**config.mk**
```make
export PLATFORM = sky130hd
export DESIGN_NAME = ifetch_unit
export DESIGN_NICKNAME = d
export VERILOG_FILES = /design/src/rtl/ifetch_unit.sv
export SDC_FILE = /design/constraint.sdc
export NUM_CORES = 1
export LEC_CHECK = 0
export ABC_AREA = 1
export BUFFER_PORTS_ARGS = -buffer_cell sky130_fd_sc_hd__buf_2
export CAP_MARGIN = 20
export CORE_UTILIZATION = 52
export CTS_CLUSTER_DIAMETER = 150
export CTS_CLUSTER_SIZE = 8
export DETAILED_ROUTE_END_ITERATION = 12
export GPL_TIMING_DRIVEN = 0
export PLACE_DENSITY = 0.79
export REMOVE_ABC_BUFFERS = 1
export SLEW_MARGIN = 20
export SYNTH_ARGS = -nofsm -noshare
export SYNTH_HDL_FRONTEND = slang
export SYNTH_SLANG_ARGS = --single-unit
```
**constraint.sdc**
```tcl
create_clock -name clk -period 4.1 [get_ports clk]
set_clock_uncertainty 0.05 [all_clocks]
set_input_delay 0.82 -clock clk [delete_from_list [all_inputs] [get_ports clk]]
set_output_delay 0.82 -clock clk [all_outputs]
set_load 0.02 [all_outputs]
```
**src/rtl/ifetch_unit.sv**
```systemverilog
`default_nettype none
// ============================================================================
// Module      : ifetch_unit
// Description : Instruction-fetch stage. Owns the program counter, drives the
//               byte address into a combinational instruction memory, captures
//               each {pc, instr} pair into a small in-order buffer and hands it
//               to decode over a valid/ready handshake. Redirects from execute
//               flush the buffer. A misaligned redirect target parks fetch in
//               HALT until an aligned redirect arrives.
// Optional    : IFETCH_PERF_CNT_EN adds the perf_fetch_cnt and perf_stall_cnt
//               outputs and their counters.
// Ports       : clk, rst_n (async, active low)
//               imem_addr  -> instruction memory byte address (current PC)
//               imem_instr <- instruction word for imem_addr (same cycle)
//               redirect_valid/redirect_pc <- PC change request from execute
//               out_valid/out_ready/out_pc/out_instr -> decode handshake
//               fetch_misaligned -> fetch halted on a misaligned target
// Revision    : 1.0 - initial release
// ============================================================================
module ifetch_unit #(
    parameter logic [31:0] RESET_PC  = 32'h0000_0000,
    parameter int          BUF_DEPTH = 2
) (
    input  logic        clk,
    input  logic        rst_n,
    output logic [31:0] imem_addr,
    input  logic [31:0] imem_instr,
    input  logic        redirect_valid,
    input  logic [31:0] redirect_pc,
    output logic        out_valid,
    input  logic        out_ready,
    output logic [31:0] out_pc,
    output logic [31:0] out_instr,
`ifdef IFETCH_PERF_CNT_EN
    output logic [31:0] perf_fetch_cnt,
    output logic [31:0] perf_stall_cnt,
`endif
    output logic        fetch_misaligned
);

    localparam int PTR_W = $clog2(BUF_DEPTH);

    localparam logic [PTR_W:0]   c_depth   = (PTR_W+1)'(BUF_DEPTH);
    localparam logic [PTR_W:0]   c_cnt_one = (PTR_W+1)'(1);
    localparam logic [PTR_W-1:0] c_ptr_one = PTR_W'(1);

    typedef enum logic [0:0] {
        FETCH = 1'b0,
        HALT  = 1'b1
    } state_t;

    state_t           r_state;
    state_t           w_state_next;
    logic [31:0]      r_pc;
    logic [31:0]      w_pc_next;
    logic [PTR_W:0]   r_count;
    logic [PTR_W:0]   w_count_next;
    logic [PTR_W-1:0] r_head;
    logic [PTR_W-1:0] w_head_next;
    logic [PTR_W-1:0] r_tail;
    logic [PTR_W-1:0] w_tail_next;
    logic             w_push;
    logic             w_pop;
    logic             w_head_is_new;

    logic [31:0]      r_buf_pc    [BUF_DEPTH];
    logic [31:0]      r_buf_instr [BUF_DEPTH];

    logic [31:0]      r_out_pc;
    logic [31:0]      r_out_instr;
    logic [31:0]      w_out_pc_next;
    logic [31:0]      w_out_instr_next;

    // ------------------------------------------------------------------------
    // Next-state / datapath control
    // ------------------------------------------------------------------------
    always_comb begin
        w_pop            = (r_count != '0) && out_ready;
        w_push           = 1'b0;
        w_head_is_new    = 1'b0;
        w_state_next     = r_state;
        w_pc_next        = r_pc;
        w_count_next     = r_count;
        w_head_next      = r_head;
        w_tail_next      = r_tail;
        w_out_pc_next    = r_out_pc;
        w_out_instr_next = r_out_instr;

        if (redirect_valid) begin
            // Redirect wins over everything: flush, void any pop, retarget.
            w_state_next = (redirect_pc[1:0] == 2'b00) ? FETCH : HALT;
            w_pc_next    = redirect_pc;
            w_count_next = '0;
            w_head_next  = '0;
            w_tail_next  = '0;
        end else begin
            w_push = (r_state == FETCH) && ((r_count < c_depth) || w_pop);

            if (w_push) begin
                w_pc_next   = r_pc + 32'd4;
                w_tail_next = r_tail + c_ptr_one;
            end
            if (w_pop) begin
                w_head_next = r_head + c_ptr_one;
            end

            case ({w_push, w_pop})
                2'b10:   w_count_next = r_count + c_cnt_one;
                2'b01:   w_count_next = r_count - c_cnt_one;
                default: w_count_next = r_count;
            endcase

            // The registered head copy must track whichever entry becomes the
            // head next cycle. If the buffer is left empty apart from the entry
            // being pushed now, that entry is not in storage yet, so it comes
            // straight from the fetch path into the head register.
            w_head_is_new = w_push && (w_pop ? (r_count == c_cnt_one)
                                             : (r_count == '0));
            if (w_head_is_new) begin
                w_out_pc_next    = r_pc;
                w_out_instr_next = imem_instr;
            end else if (w_count_next != '0) begin
                w_out_pc_next    = r_buf_pc[w_head_next];
                w_out_instr_next = r_buf_instr[w_head_next];
            end
        end
    end

    // ------------------------------------------------------------------------
    // Control state
    // ------------------------------------------------------------------------
    always_ff @(posedge clk or negedge rst_n) begin
        if (!rst_n) begin
            r_state     <= FETCH;
            r_pc        <= RESET_PC;
            r_count     <= '0;
            r_head      <= '0;
            r_tail      <= '0;
            r_out_pc    <= 32'h0;
            r_out_instr <= 32'h0;
        end else begin
            r_state     <= w_state_next;
            r_pc        <= w_pc_next;
            r_count     <= w_count_next;
            r_head      <= w_head_next;
            r_tail      <= w_tail_next;
            r_out_pc    <= w_out_pc_next;
            r_out_instr <= w_out_instr_next;
        end
    end

    // ------------------------------------------------------------------------
    // Buffer storage. Contents are only ever read behind a valid count, so the
    // array itself needs no reset.
    // ------------------------------------------------------------------------
    always_ff @(posedge clk) begin
        if (w_push) begin
            r_buf_pc[r_tail]    <= r_pc;
            r_buf_instr[r_tail] <= imem_instr;
        end
    end

`ifdef IFETCH_PERF_CNT_EN
    // ------------------------------------------------------------------------
    // Performance counters; they survive redirects and wrap freely.
    // ------------------------------------------------------------------------
    logic [31:0] r_perf_fetch;
    logic [31:0] r_perf_stall;
    logic        w_stall;

    assign w_stall = (r_state == FETCH) && !w_push && !redirect_valid;

    always_ff @(posedge clk or negedge rst_n) begin
        if (!rst_n) begin
            r_perf_fetch <= 32'h0;
            r_perf_stall <= 32'h0;
        end else begin
            if (w_push) begin
                r_perf_fetch <= r_perf_fetch + 32'd1;
            end
            if (w_stall) begin
                r_perf_stall <= r_perf_stall + 32'd1;
            end
        end
    end

    assign perf_fetch_cnt = r_perf_fetch;
    assign perf_stall_cnt = r_perf_stall;
`endif

    // ------------------------------------------------------------------------
    // Outputs
    // ------------------------------------------------------------------------
    assign imem_addr        = r_pc;
    assign out_valid        = (r_count != '0);
    assign out_pc           = r_out_pc;
    assign out_instr        = r_out_instr;
    assign fetch_misaligned = (r_state == HALT);

endmodule
`default_nettype wire

```
==> results of run 1 <==
power by group:
group | switching (mW) | internal, mW | leakage [nW]
clock network | 0.963 | 1.65 | 0.485
registers | 0.344 | 2.99 | 2.42
logic | 2.66 | 1.22 | 3.89
critical path, cell delays in order, from the launching register on:
cell     delay [ns]
dfrtp_1        0.40
inv_1          0.11
ha_1           0.20
inv_2          0.07
nand2_4        0.09
nand2_4        0.05
nand2_4        0.12
inv_6          0.07
ha_1           0.33
nor2_1         0.04
o21ai_0        0.07
o21ai_0        0.16
nand2_4        0.30
buf_12         0.28
nand3_4        0.34
buf_12         0.32
nand2_1        0.12
nand2_1        0.06
worst min-delay path by stage:
stage                             start                to  slack [ns]  depth (start not counted)
after floorplan                   rst_n  fetch_misaligned        0.47                          0
final                             rst_n        out_pc[29]        0.17                          1
after global placement    out_instr[31]     out_instr[31]        0.46                          2
after detailed placement     out_pc[28]        out_pc[28]        0.46                          2
after global routing              rst_n        out_pc[31]        0.19                          1
after CTS                         rst_n        out_pc[31]        0.18                          1
state kept, by name, summed over array words and instances (netlist names):
register and cells:
r_buf_instr 64, r_count 2, r_head 1, out_instr 32, fetch_misaligned 1, imem_addr 32
r_tail 1, r_buf_pc 64, out_pc 32
per-layer routing:
layer | GRT usage | vias up | wire length (microns)
met2 | 0.4392 | 344 | 14150
met4 | 0.08788 | 0 | 692
met3 | 0.04485 | 50 | 1929
li1 | - | 4459 | -
met1 | 0.3329 | 4472 | 12090
met5 | 0 | - | 0
metrics by stage:
| stage | utilization | setup TNS (ns) | area (sq um) |
|---|---|---|---|
| 6_report | 0.6315 | 0 | 13480 |
| 5_1_grt | 0.6315 | 0 | 13480 |
| 4_1_cts | 0.6313 | 0 | 13480 |
| 3_5_place_dp | 0.5840 | 0 | 12470 |
| 3_3_place_gp | 0.5718 | -400.10 | 12210 |
| 2_1_floorplan | - | -55.72 | 11040 |
cell usage in the layout, fill, tap and decap left out, drive strengths merged:
cell,netlist,layout
nor2,57,57
buf,48,174
o21bai,4,4
xnor2,3,3
inv,187,187
a21oi,2,2
dfrtp,101,101
nand3b,2,2
clkbuf,14,58
nand2,574,574
edfxtp,128,128
clkinv,0,1
nand4,64,64
o21ai,21,21
o211ai,7,7
xor2,6,6
nand3,92,92
ha,5,5
a31oi,2,2
kinds of logic (layout without fill, tap and decap cells):
group / after synthesis / after routing / share of synthesized area
and+or+nand+nor: 789 / 789 / 0.3144
AOI/OAI and AO/OA: 36 / 36 / 0.01831
DFF: 229 / 229 / 0.5551
buffers and inverters: 249 / 420 / 0.09986
xor gates and xnor gates: 9 / 9 / 0.006868
adders and majority gates: 5 / 5 / 0.005451
final cells by class:
class                           count  area share
Clock buffer                       58     0.07451
Clock inverter                      1   0.0003712
Inverter                          187     0.05280
Multi-Input combinational cell    839      0.2976
Sequential cell                   229      0.4725
Tap cell                          275     0.02552
Timing Repair Buffer              174     0.07674
==> results.json, run 1 <==
{
  "outcome": "finished, final reports clean",
  "period_share": 0.8179,
  "fmax_mhz": 298.2,
  "multi_input_area_sq_um": 4013,
  "htree_levels": 2,
  "yosys-top-cells-count": "nand2_1 (567), inv_1 (183), edfxtp_1 (128), dfrtp_1 (101), nand4_1 (64)",
  "root_buffer": "clkbuf_16",
  "cts_tree": "built",
  "io_pins": 166,
  "vias_per_cell": 5.289,
  "io_buffers": 165,
  "place.gp.congestion": 0.8609,
  "synth_top_cell_by_area": "edfxtp_1",
  "post_cts_buffers": 0,
  "cp_max_fo": 43,
  "synth.avg_cell_area_sq_um": 8.715,
  "core_sq_um": 21350,
  "clk_pin_slew_worst_paths_ns": 0.05,
  "r2r_cells": 17,
  "drive_above_1_share": 0.1962,
  "r2r_slack_ns": 0.75,
  "crit_type": "reg -> reg",
  "hold_class": "in -> async",
  "finalSetupViolCount": 0,
  "grt-ovfl-total": 0,
  "netlist_area_sq_um": 11480,
  "routedWlPerCell_microns": 16.37,
  "power_density_nw_per_um2": 729.2,
  "placedCellCount": 1704,
  "drt_iter0_markers": 564,
  "hold_viol_final": 0,
  "drcViolationCount": 0,
  "grt_usage": 0.2584,
  "grt_first_pass_wirelength_mm": 45.43,
  "first_pass_iters": 5,
  "ant_nets": 0,
  "syn_inst": 1317,
  "grt_antenna_before_repair": 0,
  "seqCellArea_sq_um": 6371,
  "synth_top_area_frac": 0.3349,
  "area_growth_pct": 17.49,
  "drv_slew": 0,
  "async_flop_share": 0.4410,
  "die_w_microns": 150.6,
  "cts_inserted_buffers": 34,
  "grt_max_degree": 68,
  "fp.dieH_microns": 150.6,
  "holdWs_ns": 0.1733,
  "ir_worst_vdd_mv": 0.4312,
  "nets": 1538,
  "synth.area.top_cells": "edfxtp_1 (33%), dfrtp_1 (22%), nand2_1 (19%), inv_1 (6.0%), nand3_2 (5.4%)",
  "cp-start-kind": "flop",
  "r2r-end": "out_pc[15]",
  "finalCriticalPeriod_ns": 3.353,
  "antennaDiodeCount": 0,
  "post_cts_resize_count": 0,
  "power.leakage_nw": 6.792,
  "cp-endpoint": "out_pc[15]",
  "ys_ff_latch": 229,
  "cap_viol_max_count": 0,
  "synth_most_common_cell": "nand2_1",
  "grt_pass1_vias": 8927,
  "ys.flop_type": "edfxtp_1",
  "layout.cells.non_filler": 1763,
  "cts.sinks": 229,
  "critPathRequiredTime_ns": 4.43,
  "wl_mm": 28.86,
  "rows": 53,
  "vias": 9325,
  "tightestPinTransition_ns": 0.8372,
  "startpoint": "r_count[1]",
  "clock_path_buffers": 3,
  "worstReg2RegStart": "r_count[1]",
  "insertion_delay_ns": 0.49,
  "seq_area_frac_synth": 0.5551,
  "crit_arrival_ns": 3.68,
  "dieArea_sq_um": 22670,
  "fillCellCount": 1734,
  "rsz0062_at_grt": "false",
  "finalPower_mw": 9.833,
  "relSlewSlack": 0.4419,
  "postCtsHoldBufs": 0,
  "start_util": 0.5375,
  "ys_types": 31,
  "dp_slack_ns": 0.2485,
  "synth_edf_count": 128,
  "dp_hpwl_mm": 17.62,
  "finalWorstSetupSlack_ns": 0.7466,
  "synth-warning-count": 0,
  "worst_setup_path_end_kind": "flop"
}
No activity file was read; power rests on OpenSTA's default activity.
==> run 2: changes to the inputs <==
Settings changed: CORE_UTILIZATION 52 to 55, PLACE_DENSITY 0.79 to 0.8.
Clock period 4.1 ns to 3.2 ns, I/O delays scaled along.
==> results.json, run 2 (same netlist as run 1, synthesis figures left out) <==
{
  "outcome": "finished, final reports clean",
  "max_stage_delay_ns": 0.42,
  "drv_slew": 0,
  "clk_pin_slew_worst_paths_ns": 0.05,
  "htree_levels": 2,
  "worstReg2RegStart": "r_count[1]",
  "ir_worst_vdd_mv": 0.5031,
  "insertion_delay_ns": 0.49,
  "dieArea_sq_um": 21450,
  "critPathRequiredTime_ns": 3.57,
  "period_share": 0.9443,
  "ant_nets": 0,
  "cp-start-kind": "flop",
  "p_int_mw": 7.609,
  "io_buffers": 165,
  "cap_viol_max_count": 0,
  "antennaDiodeCount": 0,
  "crit_path_frequent_cell": "nand2_4",
  "layout_commonest_cell": "nand2_1",
  "hold_viol_final": 0,
  "grt-ovfl-total": 0,
  "rsz0062_at_grt": "false",
  "root_buffer": "clkbuf_16",
  "place.gp.congestion": 0.9006,
  "seqPwrFrac": 0.332,
  "top_regs": "r_buf_instr x64, r_buf_pc x64",
  "cts_inserted_buffers": 34,
  "tightestPinTransition_ns": 0.8317,
  "hold_class": "in -> async",
  "grt_max_degree": 66,
  "r2r_cells": 15,
  "core_sq_um": 20360,
  "cp_max_fo": 53,
  "finalCriticalPeriod_ns": 3.022,
  "clock_path_buffers": 3,
  "r2r-end": "out_pc[27]",
  "power.leakage_nw": 6.843,
  "vias": 9490,
  "fp.dieH_microns": 146.5,
  "nets": 1545,
  "drive_above_1_share": 0.2012,
  "grt_pass1_vias": 9679,
  "power_frac_clock": 0.262,
  "worst_setup_path_end_kind": "flop",
  "grt_antenna_before_repair": 0,
  "fmax_mhz": 330.9,
  "critPathSlowestCell": "dfrtp_1",
  "io_pins": 166,
  "final_util": 0.6683,
  "drcViolationCount": 0,
  "placed_area_sq_um": 12500,
  "layout_common_cells": "nand2_1 (565), inv_1 (181), buf_2 (164), edfxtp_1 (128), dfrtp_1 (101)",
  "first_pass_iters": 6,
  "cts_tree": "built",
  "die_w_microns": 146.5,
  "wl_mm": 30.08,
  "comb_power_share": 0.406,
  "routedWlPerCell_microns": 17.03,
  "rows": 52,
  "dp_hpwl_mm": 17.00,
  "area_growth_pct": 18.59,
  "placedCellCount": 1699,
  "startpoint": "r_count[1]",
  "vias_per_cell": 5.374,
  "fillCellCount": 1610,
  "r2r_slack_ns": 0.18,
  "cp_top_family": "simple AND/OR/NAND/NOR gates",
  "start_util": 0.5636,
  "power_density_nw_per_um2": 944.0,
  "crit_buf_inv": 5,
  "p_sw_mw": 5.239,
  "crit_type": "reg -> reg",
  "layout.cells.non_filler": 1766,
  "cts.sinks": 229,
  "netSwitchingFraction": 0.4078,
  "fin_area_sq_um": 13610,
  "crit_arrival_ns": 3.40,
  "relSlewSlack": 0.4455,
  "grt_usage": 0.2843,
  "crit_path_cell_trace": "inv_1, ha_1, inv_2, nand2_4, nand2_4, nand2_4, inv_6, ha_1, inv_1, o21ai_4, nand2_8, nand3_4, buf_16, nand2_1, nand2_1",
  "grt_first_pass_wirelength_mm": 48.13,
  "drt_iter0_markers": 696,
  "finalSetupViolCount": 0
}
run 2: area by class of cell:
type | count | area [sq um] | share of cell area
Sequential cell | 229 | 6371 | 0.4681
Inverter | 187 | 711.9 | 0.05231
Timing Repair Buffer | 178 | 1120 | 0.08228
Multi-Input combinational cell | 842 | 4056 | 0.2980
Tap cell | 270 | 337.8 | 0.02482
Clock buffer | 59 | 1008 | 0.07409
Clock inverter | 1 | 5.005 | 0.0003677
run 2: worst max-delay path by stage:
stage	end	slack, ns	depth (start not counted)
after floorplan	r_buf_instr[1][0]	-1.77	9
after global routing	out_instr[19]	0.04	13
after global placement	r_buf_instr[1][30]	-4.19	4
final	out_pc[27]	0.18	15
after CTS	out_pc[27]	-0.002	16
after detailed placement	r_buf_instr[1][30]	-0.50	7
run 2: per-stage QoR:
| stage | TNS (ns) | power (mW) | setup WS [ns] | hold WS (ns) |
|---|---|---|---|---|
| floorplan | -174.43 | 7.523 | -1.769 | 0.2944 |
| global placement | -535.94 | 9.024 | -4.187 | 0.4610 |
| detailed placement | -31.87 | 9.312 | -0.4976 | 0.4652 |
| CTS | -0.002114 | 12.79 | -0.002114 | 0.06707 |
| global route | 0 | 13.62 | 0.03678 | 0.08036 |
| finish | 0 | 12.85 | 0.1781 | 0.05087 |
run 2: repair_timing:
item                       4_1_cts  5_1_grt
hold buffers                     0        0
setup endpoints to repair      151       71
pin swaps                        1        3
gates resized for setup          5        2
cloned                           2        2
setup buffers                    0        3
run 2: power groups by stage:
stage | registers (mW) | logic [mW] | clock network [mW]
after global routing | 4.34 | 5.75 | 3.53
after detailed placement | 4.30 | 5.01 | 0
after CTS | 4.26 | 5.13 | 3.40
final | 4.27 | 5.22 | 3.37
after floorplan | 4.80 | 2.73 | 0
after global placement | 4.29 | 4.73 | 0
run 2: worst reg2reg max path: stages, from the launching register on:
cell and delay, ns:
dfrtp_1 0.42, inv_1 0.13, ha_1 0.22, inv_2 0.08, nand2_4 0.09, nand2_4 0.06
nand2_4 0.15, inv_6 0.08, ha_1 0.34, inv_1 0.10, o21ai_4 0.36, nand2_8 0.22
nand3_4 0.18, buf_16 0.27, nand2_1 0.14, nand2_1 0.07
run 2: routing by layer:
layer | up-vias | GRT usage | wire length (microns)
met4 | 0 | 0.1219 | 760
met3 | 58 | 0.05000 | 2208
met5 | - | 0 | 0
met1 | 4543 | 0.3551 | 12320
li1 | 4473 | - | -
met2 | 416 | 0.4864 | 14790
==> run 3: changes to the inputs <==
Settings changed: CORE_MARGIN set to 2, CTS_CLUSTER_DIAMETER 150 to not set.
==> results.json, run 3 (same netlist as run 1, synthesis figures left out) <==
{
  "hold_viol_final": 0,
  "seqCellArea_sq_um": 6371,
  "clk_pin_slew_worst_paths_ns": 0.05,
  "p_sw_mw": 5.277,
  "finalCriticalPeriod_ns": 3.031,
  "dieArea_sq_um": 22040,
  "fillCellCount": 1626,
  "power_frac_clock": 0.263,
  "ir_worst_vdd_mv": 0.5051,
  "top_regs": "r_buf_instr x64, r_buf_pc x64",
  "drive_above_1_share": 0.1987,
  "wl_mm": 30.67,
  "ant_nets": 0,
  "drv_slew": 0,
  "grt_max_degree": 66,
  "cap_viol_max_count": 0,
  "cts_inserted_buffers": 34,
  "cp-start-kind": "flop",
  "fp.dieH_microns": 148.5,
  "p_int_mw": 7.592,
  "holdWs_ns": 0.05161,
  "antennaDiodeCount": 0,
  "dp_hpwl_mm": 17.57,
  "insertion_delay_ns": 0.50,
  "grt-ovfl-total": 0,
  "rsz0062_at_grt": "false",
  "layout_common_cells": "nand2_1 (565), inv_1 (182), buf_2 (164), edfxtp_1 (128), dfrtp_1 (101)",
  "rows": 52,
  "grt_antenna_before_repair": 0,
  "comb_power_share": 0.404,
  "startpoint": "r_count[0]",
  "power_density_nw_per_um2": 947.3,
  "cp_max_fo": 26,
  "routedWlPerCell_microns": 17.37,
  "finalSetupViolCount": 0,
  "power.leakage_nw": 6.837,
  "multi_input_area_sq_um": 4054,
  "root_buffer": "clkbuf_16",
  "vias": 9488,
  "core_sq_um": 20360,
  "placed_area_sq_um": 12490,
  "clock_path_buffers": 3,
  "final_util": 0.6671,
  "cts_tree": "built",
  "start_util": 0.5636,
  "worstReg2RegStart": "r_count[0]",
  "cts.sinks": 229,
  "first_pass_iters": 5,
  "period_share": 0.9471,
  "io_pins": 166,
  "vias_per_cell": 5.376,
  "postCtsHoldBufs": 0,
  "area_growth_pct": 18.37,
  "htree_levels": 2,
  "nets": 1542,
  "relSlewSlack": 0.4548,
  "grt_pass1_vias": 9544,
  "fin_area_sq_um": 13590,
  "netSwitchingFraction": 0.4101,
  "die_w_microns": 148.5,
  "layout_commonest_cell": "nand2_1",
  "outcome": "finished, final reports clean",
  "crit_type": "reg -> reg",
  "tightestPinTransition_ns": 0.8171,
  "worst_setup_path_end_kind": "flop",
  "place.gp.congestion": 0.8891,
  "crit_arrival_ns": 3.18,
  "critPathRequiredTime_ns": 3.35,
  "grt_usage": 0.2786,
  "drcViolationCount": 0,
  "fmax_mhz": 330.0,
  "drt_iter0_markers": 709,
  "io_buffers": 165,
  "hold_class": "in -> async",
  "seqPwrFrac": 0.333,
  "grt_first_pass_wirelength_mm": 48.34,
  "finalSetupTns_ns": 0
}
-- run 3: cell types whose count changed in the layout (fill, tap and decap cells not counted), moves of 2 or more --
| cell | previous run | this run |
|---|---|---|
| buf_12 | 1 | 3 |
| buf_16 | 8 | 6 |
| buf_4 | 3 | 1 |
| clkbuf_1 | 22 | 24 |
-- run 3: timing repair --
action,4_1_cts,5_1_grt
setup buffers,0,1
endpoints found under the setup margin,108,57
pin swaps,2,1
gates cloned,2,1
resized for setup,4,3
-- run 3: layer usage --
layer	up-vias	wire, microns	GRT usage
met5	-	0	0
met2	388	15220	0.4859
met4	0	738	0.09476
met3	56	2212	0.04601
li1	4481	-	-
met1	4563	12500	0.3548
-- run 3: power by group through the flow --
stage	registers (mW)	clock network [mW]	logic, mW
3_3_place_gp	4.30	0	4.71
6_report	4.28	3.39	5.20
5_1_grt	4.35	3.55	5.74
4_1_cts	4.27	3.43	5.11
3_5_place_dp	4.31	0	4.99
2_1_floorplan	4.80	0	2.73
-- run 3: layout make-up --
type,count,share of cell area
well taps,270,0.02487
inverters,187,0.05240
clock inverters,1,0.0003684
clock buffers,61,0.07478
repair buffers,176,0.08022
flip-flops and latches,229,0.4690
multi-input cells,841,0.2984
-- run 3: path summary, 6_finish.rpt --
check,cells past startpoint,to,slack [ns]
max,11,r_buf_instr[1][9],0.17
min,1,imem_addr[26],0.05
max reg2reg,11,r_buf_instr[1][9],0.17
min reg2reg,2,out_pc[15],0.48
max in group asynchronous,2,out_instr[11],2.37
min in group clk,1,r_buf_instr[1][23],0.30
-- run 3: critical path: stages (launching register included) --
cell and delay (ns):
dfrtp_1 0.38, inv_1 0.10, ha_1 0.25, inv_2 0.10, nand2_4 0.07, nand2_4 0.06
nand2_4 0.09, nor2_4 0.53, inv_1 0.28, nor2_4 0.37, buf_12 0.24, buf_16 0.18
-- run 3: per-stage QoR --
step	setup WS [ns]	cells	power [mW]
CTS	0.1309	1763	12.81
global placement	-4.149	1690	9.009
global route	0.01077	1765	13.64
finish	0.1693	1765	12.87
floorplan	-1.769	1255	7.523
detailed placement	-0.3295	1699	9.299
